<file path="src/rtl/data_mem_rv.sv">
// Word-organised data memory for an RV32I core: byte/half/word loads and stores,
// configurable wait states, one-cycle Ready pulse and a post-reset clearing sweep.
module data_mem_rv #(
   parameter int DEPTH   = 64,
   parameter int LATENCY = 1
) (
   input  logic        clk,
   input  logic        reset,
   input  logic        MemRead,
   input  logic        MemWrite,
   input  logic [2:0]  Funct3,
   input  logic [31:0] MemSum,
   input  logic [31:0] WriteData,
   output logic [31:0] ReadData,
   output logic        Ready,
   output logic        Busy,
   output logic [1:0]  ErrCode
);
   localparam int AW = $clog2(DEPTH);

   typedef enum logic [1:0] {CLEAR, IDLE, WAIT, DONE} state_t;

   state_t        state, state_nx;
   logic [AW-1:0] clr_idx;
   logic [2:0]    wait_cnt;
   logic          lat_read, lat_write;
   logic [2:0]    lat_f3;
   logic [31:0]   lat_addr, lat_wdata;
   logic [31:0]   mem [DEPTH];

   logic          accept, enter_done, commit;
   logic          cur_read, cur_write;
   logic [2:0]    cur_f3;
   logic [31:0]   cur_addr;
   logic          illegal, range_err, misalign;
   logic [1:0]    err;
   logic [31:0]   rd_word, load_val;
   logic [7:0]    rd_byte;
   logic [15:0]   rd_half;
   logic [3:0]    lane_en;
   logic [31:0]   wdata_rep;

   assign accept = (state == IDLE) && (MemRead || MemWrite);

   // With LATENCY=0 DONE is entered on the acceptance edge itself, so the
   // live inputs stand in for the latched copy while still in IDLE.
   always_comb begin
      if (state == IDLE) begin
         cur_read  = MemRead;
         cur_write = MemWrite;
         cur_f3    = Funct3;
         cur_addr  = MemSum;
      end else begin
         cur_read  = lat_read;
         cur_write = lat_write;
         cur_f3    = lat_f3;
         cur_addr  = lat_addr;
      end
   end

   always_comb begin
      illegal = cur_read && cur_write;
      case (cur_f3)
         3'b000, 3'b001, 3'b010: ;
         3'b100, 3'b101:         if (cur_write) illegal = 1'b1;
         default:                illegal = 1'b1;
      endcase
      range_err = {2'b00, cur_addr[31:2]} >= 32'(DEPTH);
      misalign  = ((cur_f3[1:0] == 2'b01) && cur_addr[0]) ||
                  ((cur_f3[1:0] == 2'b10) && (cur_addr[1:0] != 2'b00));
      if (illegal)        err = 2'b11;
      else if (range_err) err = 2'b10;
      else if (misalign)  err = 2'b01;
      else                err = 2'b00;
   end

   always_comb begin
      rd_word = mem[cur_addr[AW+1:2]];
      rd_byte = rd_word[8*cur_addr[1:0] +: 8];
      rd_half = cur_addr[1] ? rd_word[31:16] : rd_word[15:0];
      case (cur_f3)
         3'b000:  load_val = {{24{rd_byte[7]}}, rd_byte};
         3'b001:  load_val = {{16{rd_half[15]}}, rd_half};
         3'b010:  load_val = rd_word;
         3'b100:  load_val = {24'd0, rd_byte};
         3'b101:  load_val = {16'd0, rd_half};
         default: load_val = '0;
      endcase
   end

   // NOTE: every output of a combinational block gets a default first so no latch is inferred.
   always_comb begin
      state_nx = state;
      case (state)
         CLEAR: if (clr_idx == AW'(DEPTH - 1)) state_nx = IDLE;
         IDLE:  if (accept) state_nx = (LATENCY == 0) ? DONE : WAIT;
         WAIT:  if (wait_cnt == 3'd0) state_nx = DONE;
         DONE:  state_nx = IDLE;
         default: state_nx = CLEAR;
      endcase
   end

   assign enter_done = (state_nx == DONE) && (state != DONE);
   assign commit     = (state == DONE) && lat_write && (err == 2'b00);
   assign Busy       = (state != IDLE);
   assign Ready      = (state == DONE);
   assign ErrCode    = (state == DONE) ? err : 2'b00;

   // NOTE: sequential state uses non-blocking assignments so every register samples pre-edge values.
   always_ff @(posedge clk or posedge reset) begin
      if (reset) begin
         state     <= CLEAR;
         clr_idx   <= '0;
         wait_cnt  <= '0;
         lat_read  <= 1'b0;
         lat_write <= 1'b0;
         lat_f3    <= '0;
         lat_addr  <= '0;
         lat_wdata <= '0;
         ReadData  <= '0;
      end else begin
         state <= state_nx;
         if (state == CLEAR) clr_idx <= clr_idx + AW'(1);
         if (accept) begin
            lat_read  <= MemRead;
            lat_write <= MemWrite;
            lat_f3    <= Funct3;
            lat_addr  <= MemSum;
            lat_wdata <= WriteData;
            wait_cnt  <= 3'(LATENCY - 1);
         end else if (state == WAIT) begin
            wait_cnt <= wait_cnt - 3'd1;
         end
         if (enter_done) begin
            if (err != 2'b00) ReadData <= '0;
            else if (cur_read) ReadData <= load_val;
         end
      end
   end

   always_comb begin
      case (lat_f3[1:0])
         2'b00:   begin lane_en = 4'b0001 << lat_addr[1:0];              wdata_rep = {4{lat_wdata[7:0]}};  end
         2'b01:   begin lane_en = lat_addr[1] ? 4'b1100 : 4'b0011;       wdata_rep = {2{lat_wdata[15:0]}}; end
         2'b10:   begin lane_en = 4'b1111;                               wdata_rep = lat_wdata;            end
         default: begin lane_en = 4'b0000;                               wdata_rep = lat_wdata;            end
      endcase
   end

   // NOTE: the array itself has no reset; the CLEAR sweep zeroes it one word per cycle instead.
   always_ff @(posedge clk) begin
      if (state == CLEAR) begin
         mem[clr_idx] <= '0;
      end else if (commit) begin
         for (int b = 0; b < 4; b++)
            if (lane_en[b]) mem[lat_addr[AW+1:2]][8*b +: 8] <= wdata_rep[8*b +: 8];
      end
   end
endmodule
</file>
<file path="config.mk">
export PLATFORM = sky130hd
export DESIGN_NAME = data_mem_rv
export DESIGN_NICKNAME = d
export VERILOG_FILES = /design/src/rtl/data_mem_rv.sv
export SDC_FILE = /design/constraint.sdc
export NUM_CORES = 2
export LEC_CHECK = 0
export CAP_MARGIN = 20
export CORE_MARGIN = 4
export CORE_UTILIZATION = 45
export DETAILED_ROUTE_END_ITERATION = 10
export DONT_BUFFER_PORTS = 1
export SYNTH_ARGS = -nofsm -noshare
export SYNTH_HDL_FRONTEND = slang
export SYNTH_SLANG_ARGS = --single-unit
export TNS_END_PERCENT = 1
</file>
<file path="constraint.sdc">
create_clock -name clk -period 6.14 [get_ports clk]
set_clock_uncertainty 0.05 [all_clocks]
set_input_delay 0 -clock clk [delete_from_list [all_inputs] [get_ports clk]]
set_output_delay 0 -clock clk [all_outputs]
set_load 0.01 [all_outputs]
</file>
==> flow_metrics.env <==
export IMPL_status="finished, final reports clean"
export IMPL_tritoncts="yes"
export IMPL_track_usage=0.276
export IMPL_async_flop_share=0.0519
export IMPL_p_per_area_nw_per_um2=470
export IMPL_cts_buffers=213
export IMPL_cts_setup_buffers=0
export IMPL_maxSlewHeadroom=0.222
export IMPL_io_pins=107
export IMPL_die_w_um=453
export IMPL_max_cap_viol_count=0
export IMPL_min_to="state[1]$_DFF_PP0_"
export IMPL_syn_nets=6248
export IMPL_num_rows=162
export IMPL_path_common_cell="buf_4"
export IMPL_cpPeakStageDelay_ns=0.78
export IMPL_syn_to_final_growth_pct=16.3
export IMPL_core_um2=196000
export IMPL_final_cell_mix="2,048 x edfxtp_1, 1,272 x nand2_1, 371 x buf_4"
export IMPL_crit_path_end_kind="register"
export IMPL_nets=6598
export IMPL_reg2reg_to="ReadData[6]$_DFFE_PP0P_"
export IMPL_ir_worst_vdd_uv=517
export IMPL_seqPwrFrac=0.348
export IMPL_setup_violations_final=0
export IMPL_grt_pass1_vias=55500
export IMPL_vias=58500
export IMPL_crit_chain="nor2b_4 > buf_12 > mux2_4 > buf_4 > nor2_1 > buf_4 > a22o_1 > a311oi_1 > nor4_2 > a2111oi_0 > o21ai_1"
export IMPL_setup_worst_path_class="register to register"
export IMPL_synth_flop_cell="edfxtp_1"
export IMPL_ys_ff_latch=2160
export IMPL_postSynthCellCount=6174
export IMPL_grt_ovfl_total=0
export IMPL_total_power_mw=48.7
export IMPL_drc_errors=0
export IMPL_fin_crit_ns=5.43
export IMPL_numPortBuffers=0
export IMPL_cp_required_ns=6.82
export IMPL_worstHoldPathType="input pin to register"
export IMPL_detail_route_iter0_violations=7913
export IMPL_routed_wl_um=288000
export IMPL_gp_congestion=0.910
export IMPL_rsz0062_at_grt="false"
export IMPL_fmax_mhz=184
export IMPL_switching_power_mw=20.0
export IMPL_hold_depth=3
export IMPL_whs_ns=0.149
export IMPL_critPathLaunchType="register"
export IMPL_hpwlAfterDp_um=180000
export IMPL_cts_resized=0
export IMPL_yosys_warnings=0
export IMPL_cts_max_path_buffers=3
export IMPL_fin_crit_sh=0.884
export IMPL_wl_per_cell_um=30.8
export IMPL_p_int_mw=28.7
export IMPL_p_comb_frac=0.389
export IMPL_worstPathArrival_ns=6.10
export IMPL_syn_mean_instance_area_um2=14.4
export IMPL_fp_dieH_um=453
export IMPL_slowest_stage="a311oi_1"
export IMPL_hold_violations=0
export IMPL_mappedNetlistArea_um2=89000
export IMPL_path_clk_slew_ns=0.06
export IMPL_routed_via_density=6.27
export IMPL_grt_max_degree=165
export IMPL_worstMarginPinSlew_ns=1.16
export IMPL_grt_pass1_wl_um=410000
export IMPL_reg2reg_depth=11
export IMPL_initial_core_util=0.454
export IMPL_setup_tns_ns=0
export IMPL_min_delay_start="MemWrite"
export IMPL_reg2reg_slack_ns=0.71
export IMPL_slew_violations=0
export IMPL_firstDrtPassIters=8
export IMPL_antenna_left=0
export IMPL_htreeDepth=4
export IMPL_antenna_found_initial=15
export IMPL_switching_share=0.411
export IMPL_synth_edf_count=2048
export IMPL_clock_sinks=2160
export IMPL_worst_path_buf_inv=3
export IMPL_r2r_start="state[0]$_DFF_PP0_"
export IMPL_cp_top_family="compound AO/OA/AOI/OAI gates"
export IMPL_synth_cell_type_count=85
export IMPL_path_max_fanout=164
export IMPL_layout_drive_gt1_share=0.154
export IMPL_clkLatencyLatePin_ns=0.88
export IMPL_leakage_nw=37.1
export IMPL_final_common_cell="edfxtp_1"
export IMPL_power_frac_clock=0.263
export IMPL_root_buffer="clkbuf_16"
export IMPL_yosysSeqAreaShare=0.723
export IMPL_holdBufCountCts=195
export IMPL_die_area_um2=205000
==> per-layer routing <==
| layer | vias to the layer above | wire [um] | track usage | share of wire |
|---|---|---|---|---|
| met1 | 29700 | 114000 | 0.385 | 0.40 |
| met2 | 3604 | 129000 | 0.415 | 0.45 |
| met4 | 8 | 13600 | 0.120 | 0.047 |
| met3 | 659 | 31700 | 0.0656 | 0.11 |
| li1 | 24600 | - | - | - |
| met5 | - | 56 | 0 | 0.00019 |
==> Yosys cell counts, drive strengths merged (8+ instances only) <==
library cell,number,area share
nand4,114,0.0080
a22oi,44,0.0038
or3,11,0.00077
nand2b,73,0.0051
o221ai,18,0.0018
nand2,1279,0.054
and3,18,0.0013
a41oi,21,0.0021
nor3,74,0.0042
mux2,10,0.0013
o31ai,10,0.00090
a221oi,18,0.0018
a222oi,8,0.00090
a311oi,8,0.00079
a32oi,96,0.0094
a211oi,53,0.0045
a32o,10,0.0011
nor2,120,0.0051
and2,11,0.00077
o211ai,138,0.012
nor4,191,0.013
buf,278,0.019
nand3,333,0.019
mux4,114,0.029
mux2i,341,0.038
a21oi,87,0.0053
o2111ai,14,0.0014
a31oi,128,0.0091
o21ai,47,0.0026
a21o,8,0.00067
dfrtp,112,0.031
inv,40,0.0017
clkbuf,185,0.0078
o22ai,19,0.0013
edfxtp,2048,0.69
nor2b,9,0.00063
==> sequential cells by signal (all words and copies together), names as in the netlist <==
signal	count
ReadData	32
lat_write	1
lat_f3	3
wait_cnt	3
lat_addr	32
state	2
clr_idx	6
mem	2048
lat_read	1
lat_wdata	32
==> power by group through the flow <==
stage	Clock (mW)	Combinational (mW)	Sequential (mW)
2_1_floorplan	0	10.2	16.9
3_5_place_dp	0	17.9	17.2
3_3_place_gp	0	17.8	17.2
4_1_cts	12.9	18.4	16.9
5_1_grt	13.5	19.5	17.0
6_report	12.8	18.9	16.9
==> worst max path at each step <==
stage / from / to / slack (ns) / cells after the start
finish: state[0]$_DFF_PP0_ / ReadData[6]$_DFFE_PP0P_ / 0.71 / 11
global route: state[0]$_DFF_PP0_ / mem[12][26]$_DFFE_PP_ / 0.64 / 10
CTS: state[0]$_DFF_PP0_ / ReadData[3]$_DFFE_PP0P_ / 0.81 / 12
detailed placement: state[0]$_DFF_PP0_ / ReadData[3]$_DFFE_PP0P_ / 0.81 / 12
global placement: state[1]$_DFF_PP0_ / ReadData[3]$_DFFE_PP0P_ / 0.68 / 12
floorplan: state[1]$_DFF_PP0_ / mem[0][12]$_DFFE_PP_ / 1.70 / 12
==> cell type report <==
class                      count  area, um^2
fill                       15900       92300
sequential                  2160       64300
multi-input combinational   3508       23500
clock buffer                 267        5530
timing repair buffer         601        5450
tap                         2624        3280
clock inverter               129        1250
inverter                      40         155
antenna                        8        20.0
==> cell families after synthesis <==
logic type,synth area share
mux,0.0689
simple gates,0.115
flops,0.723
buf+inv,0.0289
compound gates,0.0639
fa+ha+maj,0.000422
xor+xnor,0.000591
==> metrics by stage <==
step | cells | util | setup slack (ns) | cell area, um^2
2_1_floorplan | 6174 | - | 1.70 | 89000
3_3_place_gp | 8726 | 0.483 | 0.678 | 94500
3_5_place_dp | 8736 | 0.484 | 0.809 | 94700
4_1_cts | 9327 | 0.528 | 0.806 | 103000
5_1_grt | 9331 | 0.528 | 0.639 | 103000
6_report | 9337 | 0.529 | 0.713 | 103000
==> tightest hold or removal path: cells and delay by family <==
kind / cells / cell delay (ns)
buffers and inverters: 1 / 0.71
AO/OA/AOI/OAI: 1 / 0.20
AND/OR/NAND/NOR: 1 / 0.10
(Power assumes the default switching activity.)
